--- src/rtl/grf_wport_arbiter_if.sv ---
// Handshake/bus bundle between the GRF write-port arbiter and its requesters.
// Groups the pipeline W-stage write, the long-latency producer handshake,
// the D-stage read addresses with their busy flags, the stall and the GRF write bus.
interface grf_wport_arbiter_if;
  // pipeline W-stage write request
  logic        p_wEn;
  logic [4:0]  p_wA;
  logic [31:0] p_wD;
  logic [31:0] p_pc;
  // long-latency producer (valid/ready)
  logic        m_valid;
  logic        m_ready;
  logic [4:0]  m_wA;
  logic [31:0] m_wD;
  logic [31:0] m_pc;
  // D-stage hazard query
  logic [4:0]  rA1;
  logic [4:0]  rA2;
  logic        busy1;
  logic        busy2;
  // pipeline freeze
  logic        stall;
  // GRF write port
  logic        grf_wEn;
  logic [4:0]  grf_wA;
  logic [31:0] grf_wD;
  logic [31:0] grf_pc;

  // requester / environment side
  modport master (
    output p_wEn, p_wA, p_wD, p_pc,
    output m_valid, m_wA, m_wD, m_pc,
    output rA1, rA2,
    input  m_ready, busy1, busy2, stall,
    input  grf_wEn, grf_wA, grf_wD, grf_pc
  );

  // arbiter side
  modport slave (
    input  p_wEn, p_wA, p_wD, p_pc,
    input  m_valid, m_wA, m_wD, m_pc,
    input  rA1, rA2,
    output m_ready, busy1, busy2, stall,
    output grf_wEn, grf_wA, grf_wD, grf_pc
  );
endinterface

--- src/rtl/grf_wport_arbiter.sv ---
// Shares the single GRF write port between the pipeline W stage and a long-latency producer.
// Latency: pipeline writes pass through combinationally (0 cycles); long-latency writes >=1 cycle.
// Backpressure: m_ready low while a write is parked; stall asserted for one cycle to force a drain.
//
// Ports: clk, reset (synchronous, active-low); bus (slave modport) carries the pipeline
// write, the m_valid/m_ready producer handshake, rA1/rA2 -> busy1/busy2, stall and grf_*.
// Optional: define GRF_ARB_STATS_EN to add stat_force / stat_squash saturating counters
// and a message on every forced drain.
module grf_wport_arbiter #(
  parameter int STARVE_LIMIT = 4
) (
  input  logic                clk,
  input  logic                reset,
`ifdef GRF_ARB_STATS_EN
  output logic [15:0]         stat_force,
  output logic [15:0]         stat_squash,
`endif
  grf_wport_arbiter_if.slave  bus
);

  localparam int AW = $clog2(STARVE_LIMIT + 1);

  typedef enum logic [1:0] {
    ST_IDLE  = 2'd0,
    ST_HELD  = 2'd1,
    ST_FORCE = 2'd2
  } state_t;

  state_t      r_state, w_state_nxt;
  logic [4:0]  r_ba;
  logic [31:0] r_bd;
  logic [31:0] r_bpc;
  logic [AW-1:0] r_age, w_age_nxt;

  logic        w_p_req;
  logic        w_latch;
  logic        w_squash;
  logic        w_sel_pipe;
  logic        w_sel_buf;
  logic        w_m_ready;
  logic        w_stall;

  // A write to $0 is architecturally a no-op, so it does not claim the port.
  assign w_p_req = bus.p_wEn && (bus.p_wA != 5'd0);

  always_ff @(posedge clk) begin
    if (!reset) begin
      r_state <= ST_IDLE;
      r_age   <= '0;
      r_ba    <= '0;
      r_bd    <= '0;
      r_bpc   <= '0;
    end else begin
      r_state <= w_state_nxt;
      r_age   <= w_age_nxt;
      if (w_latch) begin
        r_ba  <= bus.m_wA;
        r_bd  <= bus.m_wD;
        r_bpc <= bus.m_pc;
      end
    end
  end

  always_comb begin
    w_state_nxt = r_state;
    w_age_nxt   = r_age;
    w_latch     = 1'b0;
    w_squash    = 1'b0;
    w_sel_pipe  = 1'b0;
    w_sel_buf   = 1'b0;
    w_m_ready   = 1'b0;
    w_stall     = 1'b0;
    case (r_state)
      ST_IDLE: begin
        w_m_ready  = 1'b1;
        w_sel_pipe = w_p_req;
        // $0 results are accepted and dropped without occupying the buffer.
        if (bus.m_valid && (bus.m_wA != 5'd0)) begin
          w_latch     = 1'b1;
          w_age_nxt   = '0;
          w_state_nxt = ST_HELD;
        end
      end
      ST_HELD: begin
        if (!w_p_req) begin
          w_sel_buf   = 1'b1;
          w_state_nxt = ST_IDLE;
        end else if (bus.p_wA == r_ba) begin
          // The pipeline write is younger; the parked value is dead.
          w_sel_pipe  = 1'b1;
          w_squash    = 1'b1;
          w_state_nxt = ST_IDLE;
        end else begin
          w_sel_pipe = 1'b1;
          w_age_nxt  = r_age + AW'(1);
          if (r_age == AW'(STARVE_LIMIT - 1)) begin
            w_state_nxt = ST_FORCE;
          end
        end
      end
      ST_FORCE: begin
        w_stall     = 1'b1;
        w_sel_buf   = 1'b1;
        w_age_nxt   = '0;
        w_state_nxt = ST_IDLE;
      end
      default: begin
        w_state_nxt = ST_IDLE;
        w_age_nxt   = '0;
      end
    endcase
  end

  assign bus.m_ready = w_m_ready;
  assign bus.stall   = w_stall;
  assign bus.grf_wEn = w_sel_pipe | w_sel_buf;
  assign bus.grf_wA  = w_sel_pipe ? bus.p_wA : (w_sel_buf ? r_ba  : 5'd0);
  assign bus.grf_wD  = w_sel_pipe ? bus.p_wD : (w_sel_buf ? r_bd  : 32'd0);
  assign bus.grf_pc  = w_sel_pipe ? bus.p_pc : (w_sel_buf ? r_bpc : 32'd0);

  // Busy covers both HELD and FORCE: the value is not yet in the GRF in either.
  assign bus.busy1 = (r_state != ST_IDLE) && (r_ba == bus.rA1) && (bus.rA1 != 5'd0);
  assign bus.busy2 = (r_state != ST_IDLE) && (r_ba == bus.rA2) && (bus.rA2 != 5'd0);

`ifdef GRF_ARB_STATS_EN
  always_ff @(posedge clk) begin
    if (!reset) begin
      stat_force  <= '0;
      stat_squash <= '0;
    end else begin
      if ((r_state == ST_FORCE) && (stat_force != 16'hFFFF)) begin
        stat_force <= stat_force + 16'd1;
      end
      if (w_squash && (stat_squash != 16'hFFFF)) begin
        stat_squash <= stat_squash + 16'd1;
      end
    end
  end

`ifndef SYNTHESIS
  always_ff @(posedge clk) begin
    if (reset && (r_state == ST_FORCE)) begin
      $display("%d@%h: arb force $%d", $time, r_bpc, r_ba);
    end
  end
`endif
`endif

endmodule

--- src/flat_wrapper.sv ---
// flat-port wrapper written by rule: the top's interface ports become plain ports
module grf_wport_arbiter_flat 
#(
  parameter int STARVE_LIMIT = 4
)
  (clk, reset, bus_p_wEn, bus_p_wA, bus_p_wD, bus_p_pc, bus_m_valid, bus_m_wA, bus_m_wD, bus_m_pc, bus_rA1, bus_rA2, bus_m_ready, bus_busy1, bus_busy2, bus_stall, bus_grf_wEn, bus_grf_wA, bus_grf_wD, bus_grf_pc);
  grf_wport_arbiter_if bus_i ();
  input  logic clk;
  input  logic reset;
  input wire logic [$bits(bus_i.p_wEn)-1:0] bus_p_wEn;
  input wire logic [$bits(bus_i.p_wA)-1:0] bus_p_wA;
  input wire logic [$bits(bus_i.p_wD)-1:0] bus_p_wD;
  input wire logic [$bits(bus_i.p_pc)-1:0] bus_p_pc;
  input wire logic [$bits(bus_i.m_valid)-1:0] bus_m_valid;
  input wire logic [$bits(bus_i.m_wA)-1:0] bus_m_wA;
  input wire logic [$bits(bus_i.m_wD)-1:0] bus_m_wD;
  input wire logic [$bits(bus_i.m_pc)-1:0] bus_m_pc;
  input wire logic [$bits(bus_i.rA1)-1:0] bus_rA1;
  input wire logic [$bits(bus_i.rA2)-1:0] bus_rA2;
  output wire logic [$bits(bus_i.m_ready)-1:0] bus_m_ready;
  output wire logic [$bits(bus_i.busy1)-1:0] bus_busy1;
  output wire logic [$bits(bus_i.busy2)-1:0] bus_busy2;
  output wire logic [$bits(bus_i.stall)-1:0] bus_stall;
  output wire logic [$bits(bus_i.grf_wEn)-1:0] bus_grf_wEn;
  output wire logic [$bits(bus_i.grf_wA)-1:0] bus_grf_wA;
  output wire logic [$bits(bus_i.grf_wD)-1:0] bus_grf_wD;
  output wire logic [$bits(bus_i.grf_pc)-1:0] bus_grf_pc;
  assign bus_i.p_wEn = bus_p_wEn;
  assign bus_i.p_wA = bus_p_wA;
  assign bus_i.p_wD = bus_p_wD;
  assign bus_i.p_pc = bus_p_pc;
  assign bus_i.m_valid = bus_m_valid;
  assign bus_i.m_wA = bus_m_wA;
  assign bus_i.m_wD = bus_m_wD;
  assign bus_i.m_pc = bus_m_pc;
  assign bus_i.rA1 = bus_rA1;
  assign bus_i.rA2 = bus_rA2;
  assign bus_m_ready = bus_i.m_ready;
  assign bus_busy1 = bus_i.busy1;
  assign bus_busy2 = bus_i.busy2;
  assign bus_stall = bus_i.stall;
  assign bus_grf_wEn = bus_i.grf_wEn;
  assign bus_grf_wA = bus_i.grf_wA;
  assign bus_grf_wD = bus_i.grf_wD;
  assign bus_grf_pc = bus_i.grf_pc;
  grf_wport_arbiter #(.STARVE_LIMIT(STARVE_LIMIT)) u_core (.clk(clk), .reset(reset), .bus(bus_i));
endmodule
--- config.mk ---
export PLATFORM = sky130hd
export DESIGN_NAME = grf_wport_arbiter_flat
export DESIGN_NICKNAME = d
export VERILOG_FILES = /design/src/rtl/grf_wport_arbiter_if.sv /design/src/rtl/grf_wport_arbiter.sv /design/src/flat_wrapper.sv
export SDC_FILE = /design/constraint.sdc
export NUM_CORES = 1
export LEC_CHECK = 0
export CORE_MARGIN = 2
export CORE_UTILIZATION = 39
export DETAILED_ROUTE_END_ITERATION = 7
export PLACE_DENSITY = 0.82
export SLEW_MARGIN = 40
export SYNTH_ARGS = -nofsm -noshare
export SYNTH_HDL_FRONTEND = slang
export SYNTH_SLANG_ARGS = --single-unit
--- constraint.sdc ---
create_clock -name clk -period 2.6 [get_ports clk]
set_input_delay 0.52 -clock clk [delete_from_list [all_inputs] [get_ports clk]]
set_output_delay 0.52 -clock clk [all_outputs]
set_load 0.05 [all_outputs]
==> metrics.json <==
{
  "clock_tree": {
    "max-clock-path-buffers": 2,
    "cts_hold_buf": 0,
    "cts_buffers": 9,
    "tritoncts_num_sinks": 74,
    "insertion_delay_ps": 340,
    "cts.root.buffer_cell": "sky130_fd_sc_hd__clkbuf_8",
    "cts_tree": "built",
    "htree_levels": 3,
    "clkSlewWorstSetupHoldPaths_ps": 80
  },
  "timing": {
    "worst_margin_pin_slew_ps": 583.2,
    "max_slew_violation_count": 0,
    "timing.final.crit_period_ps": 2682,
    "post-route-period-util_pct": 103.2,
    "final-setup-viol-count": 66,
    "clock_skew_ps": 9.127,
    "report.final.hold_viol_count": 0,
    "finalWorstSetupSlack_ps": -81.92,
    "timing.slew.headroom_pct": 60.76,
    "fmax_mhz": 372.9,
    "unrepaired_setup_endpoints_after_global_routing": "true"
  },
  "die": {
    "die-width_um": 104.8,
    "initial_utilization_pct": 40.33,
    "die_footprint_um2": 10980,
    "chipHeight_um": 104.8,
    "std_cell_rows": 36,
    "pin_count": 226,
    "total_core_area_um2": 9819
  },
  "power": {
    "pwr_density_cell_nw_per_um2": 456.5,
    "total_leakage_power_nw": 3.556,
    "ir_worst_vdd_uv": 290.2
  },
  "worst_setup_path": {
    "worst_path_max_delay_cell": "sky130_fd_sc_hd__or4_4",
    "crit_required_ps": 2080,
    "max_stage_delay_ps": 540,
    "path_max_fanout": 21,
    "start_kind": "input pin",
    "critical_path_buf_inv_count": 3,
    "critical_path_class": "in2out",
    "worst_r2r_path_cells": 5,
    "path_cells": "buf_6 > or4_4 > o21ai_4 > a21o_4 > buf_16 > nand3_1 > nand2_4 > buf_12",
    "regToRegSetupSlack_ps": 780,
    "rr_endpoint": "u_core.r_age[2]",
    "path_delay_family": "simple AND/OR/NAND/NOR gates",
    "critPathCaptureType": "primary output",
    "r2r_start": "u_core.r_ba[3]",
    "timing.critical_path.arrival_ps": 2160
  },
  "drt": {
    "drt_drc_violations_left": 0,
    "drtIter0Drc": 311,
    "route.detailed.wl_per_inst_um": 20.08,
    "wirelength_um": 19300,
    "route.vias.total": 5293,
    "drtAntennaViolNets": 0,
    "drtPass1Iterations": 5,
    "post_drt_via_cell_ratio": 5.508
  },
  "final_layout": {
    "layout.cells.non_filler": 961,
    "final_core_util_pct": 87.03,
    "layout_commonest_cell": "sky130_fd_sc_hd__clkdlybuf4s50_1",
    "num_antenna_cells": 0,
    "final_layout_size_suffix_gt1_share_pct": 37.44,
    "layout-area-overhead-vs-synth_pct": 115.8,
    "fill_cells": 472,
    "nets": 980,
    "most_frequent_cells_in_the_layout": "sky130_fd_sc_hd__clkdlybuf4s50_1 (147), sky130_fd_sc_hd__nand2_1 (137), sky130_fd_sc_hd__nand2_4 (89)"
  },
  "yosys": {
    "synth-seq-cells": 74,
    "synth_cells": 603,
    "synthesis.yosys.warnings": 0,
    "synth_top_cell_by_area": "sky130_fd_sc_hd__dfxtp_1",
    "synth-seq-area-share_pct": 37.41,
    "synthTopCellsByArea": "sky130_fd_sc_hd__dfxtp_1 (37%), sky130_fd_sc_hd__nand2_1 (26%), sky130_fd_sc_hd__nand3_1 (9.0%)",
    "synth_nets": 760,
    "synth.avg_cell_area_um2": 6.567,
    "post_synth_instance_area_um2": 3960,
    "synth_top_area_share_pct": 37.41,
    "yosysUniqueCellTypes": 32
  },
  "placed_design": {
    "dp_worst_setup_slack_ps": -457.3,
    "finalWeightedCongestion": 0.8383,
    "place_inst": 931,
    "port_buffers": 225,
    "dpl.hpwl_um": 10680
  },
  "global_routing": {
    "globalRoute.totalOverflow": 0,
    "gr-usage-all-layers_pct": 33.56,
    "grt_max_degree": 46,
    "via_count_of_the_first_global_routing_pass": 5756,
    "grt_first_pass_wirelength_um": 29350,
    "antenna_found_initial": 0
  },
  "run": {
    "max_cap_viol_count": 0
  },
  "outcome": {
    "status": "finished, violations left",
    "failing_checks": "negative setup slack"
  },
  "hold_path": {
    "worst_hold_path_type": "reg2reg",
    "hold_start": "u_core.r_bpc[15]",
    "worst_hold_path.num_cells": 2,
    "worstHoldEndpoint": "u_core.r_bpc[15]"
  }
}
stage by stage:
stage          total power (W)  setup TNS [ps]  instance area [µm²]  hold WS (ps)
3_5_place_dp          0.002660          -29210                 7142         447.6
2_1_floorplan         0.001923          -367.4                 3988         436.6
6_report              0.003901           -2940                 8546         461.4
4_1_cts               0.003822           -4085                 8362         458.3
3_3_place_gp          0.002627          -21560                 7142         442.3
5_1_grt               0.004034           -5542                 8546         480.8
report_power, final:
part / internal (W) / switching (W) / leakage, nW / total (W)
clock: 0.000469 / 0.000451 / 0.0945 / 0.000920
combinational: 0.000812 / 0.000903 / 2.85 / 0.00171
sequential: 0.00121 / 0.0000595 / 0.607 / 0.00127
total: 0.00249 / 0.00141 / 3.56 / 0.00390
routing by layer:
layer | vias up | GRT usage (%) | wire length, µm
li1 | 2390 | - | -
met1 | 2525 | 35.04 | 6791
met2 | 301 | 61.18 | 10200
met3 | 77 | 8.671 | 1355
met4 | 0 | 17.90 | 953
met5 | - | 0 | 0
timing repair:
item,CTS,global route
cloned,7,1
endpoints found under the setup margin,70,70
pin swaps,42,8
buffers inserted,8,2
gates resized for setup,233,46
cell families (layout without fill, tap and decap cells):
kind of cell / after synthesis / after routing / synth area share, %
compound gates: 87 / 87 / 12.86
buf+inv: 57 / 282 / 6.824
flops: 74 / 74 / 37.41
simple gates: 367 / 367 / 38.45
fa+ha+maj: 5 / 5 / 1.580
xor+xnor: 13 / 13 / 2.875
synth_stat cells (all sizes together):
cell and instances:
nor3 4, o21ai 2, o22ai 2, o21a 2, or2 2, nand2b 1, a21oi 76, nor4 3
ha 5, o32ai 1, a211oi 2, xor2 7, or4 2, a21o 2, clkbuf 26, buf 24
nand3 71, inv 7, xnor2 6, dfxtp 74, nor2 2, nand2 282
final cells by class:
cell class | instances | area, µm² | share of cell area, %
well taps | 133 | 166.4 | 1.947
clock buffers | 10 | 137.6 | 1.611
flip-flops and latches | 74 | 1481 | 17.34
repair buffers | 259 | 3520 | 41.19
multi-input cells | 472 | 3148 | 36.84
clock inverters | 6 | 66.31 | 0.7760
inverters | 7 | 26.28 | 0.3075
worst reg2reg max path, delay by kind of cell, from the launching register on:
family,cells,cell delay [ps]
AND/OR/NAND/NOR,2,280
XOR/XNOR,1,190
AO/OA/AOI/OAI,2,740
flip-flops,1,510
state kept, by name, indices dropped and copies added, names as in the netlist:
signal          cells
u_core.r_bd        32
u_core.r_bpc       32
u_core.r_ba         5
u_core.r_state      2
u_core.r_age        3
worst max-delay path by stage:
stage | from | endpoint | slack, ps | cells past startpoint
after global placement | bus_p_wA[4] | bus_grf_pc[22] | -350 | 8
after detailed placement | bus_p_wA[4] | bus_grf_wD[24] | -460 | 8
after CTS | bus_p_wA[1] | bus_grf_wA[2] | -90 | 10
final | bus_p_wA[1] | bus_grf_pc[24] | -80 | 8
after global routing | bus_p_wA[1] | bus_grf_pc[24] | -140 | 8
after floorplan | u_core.r_state[0] | bus_busy1 | -180 | 3
(Power assumes the default switching activity.)
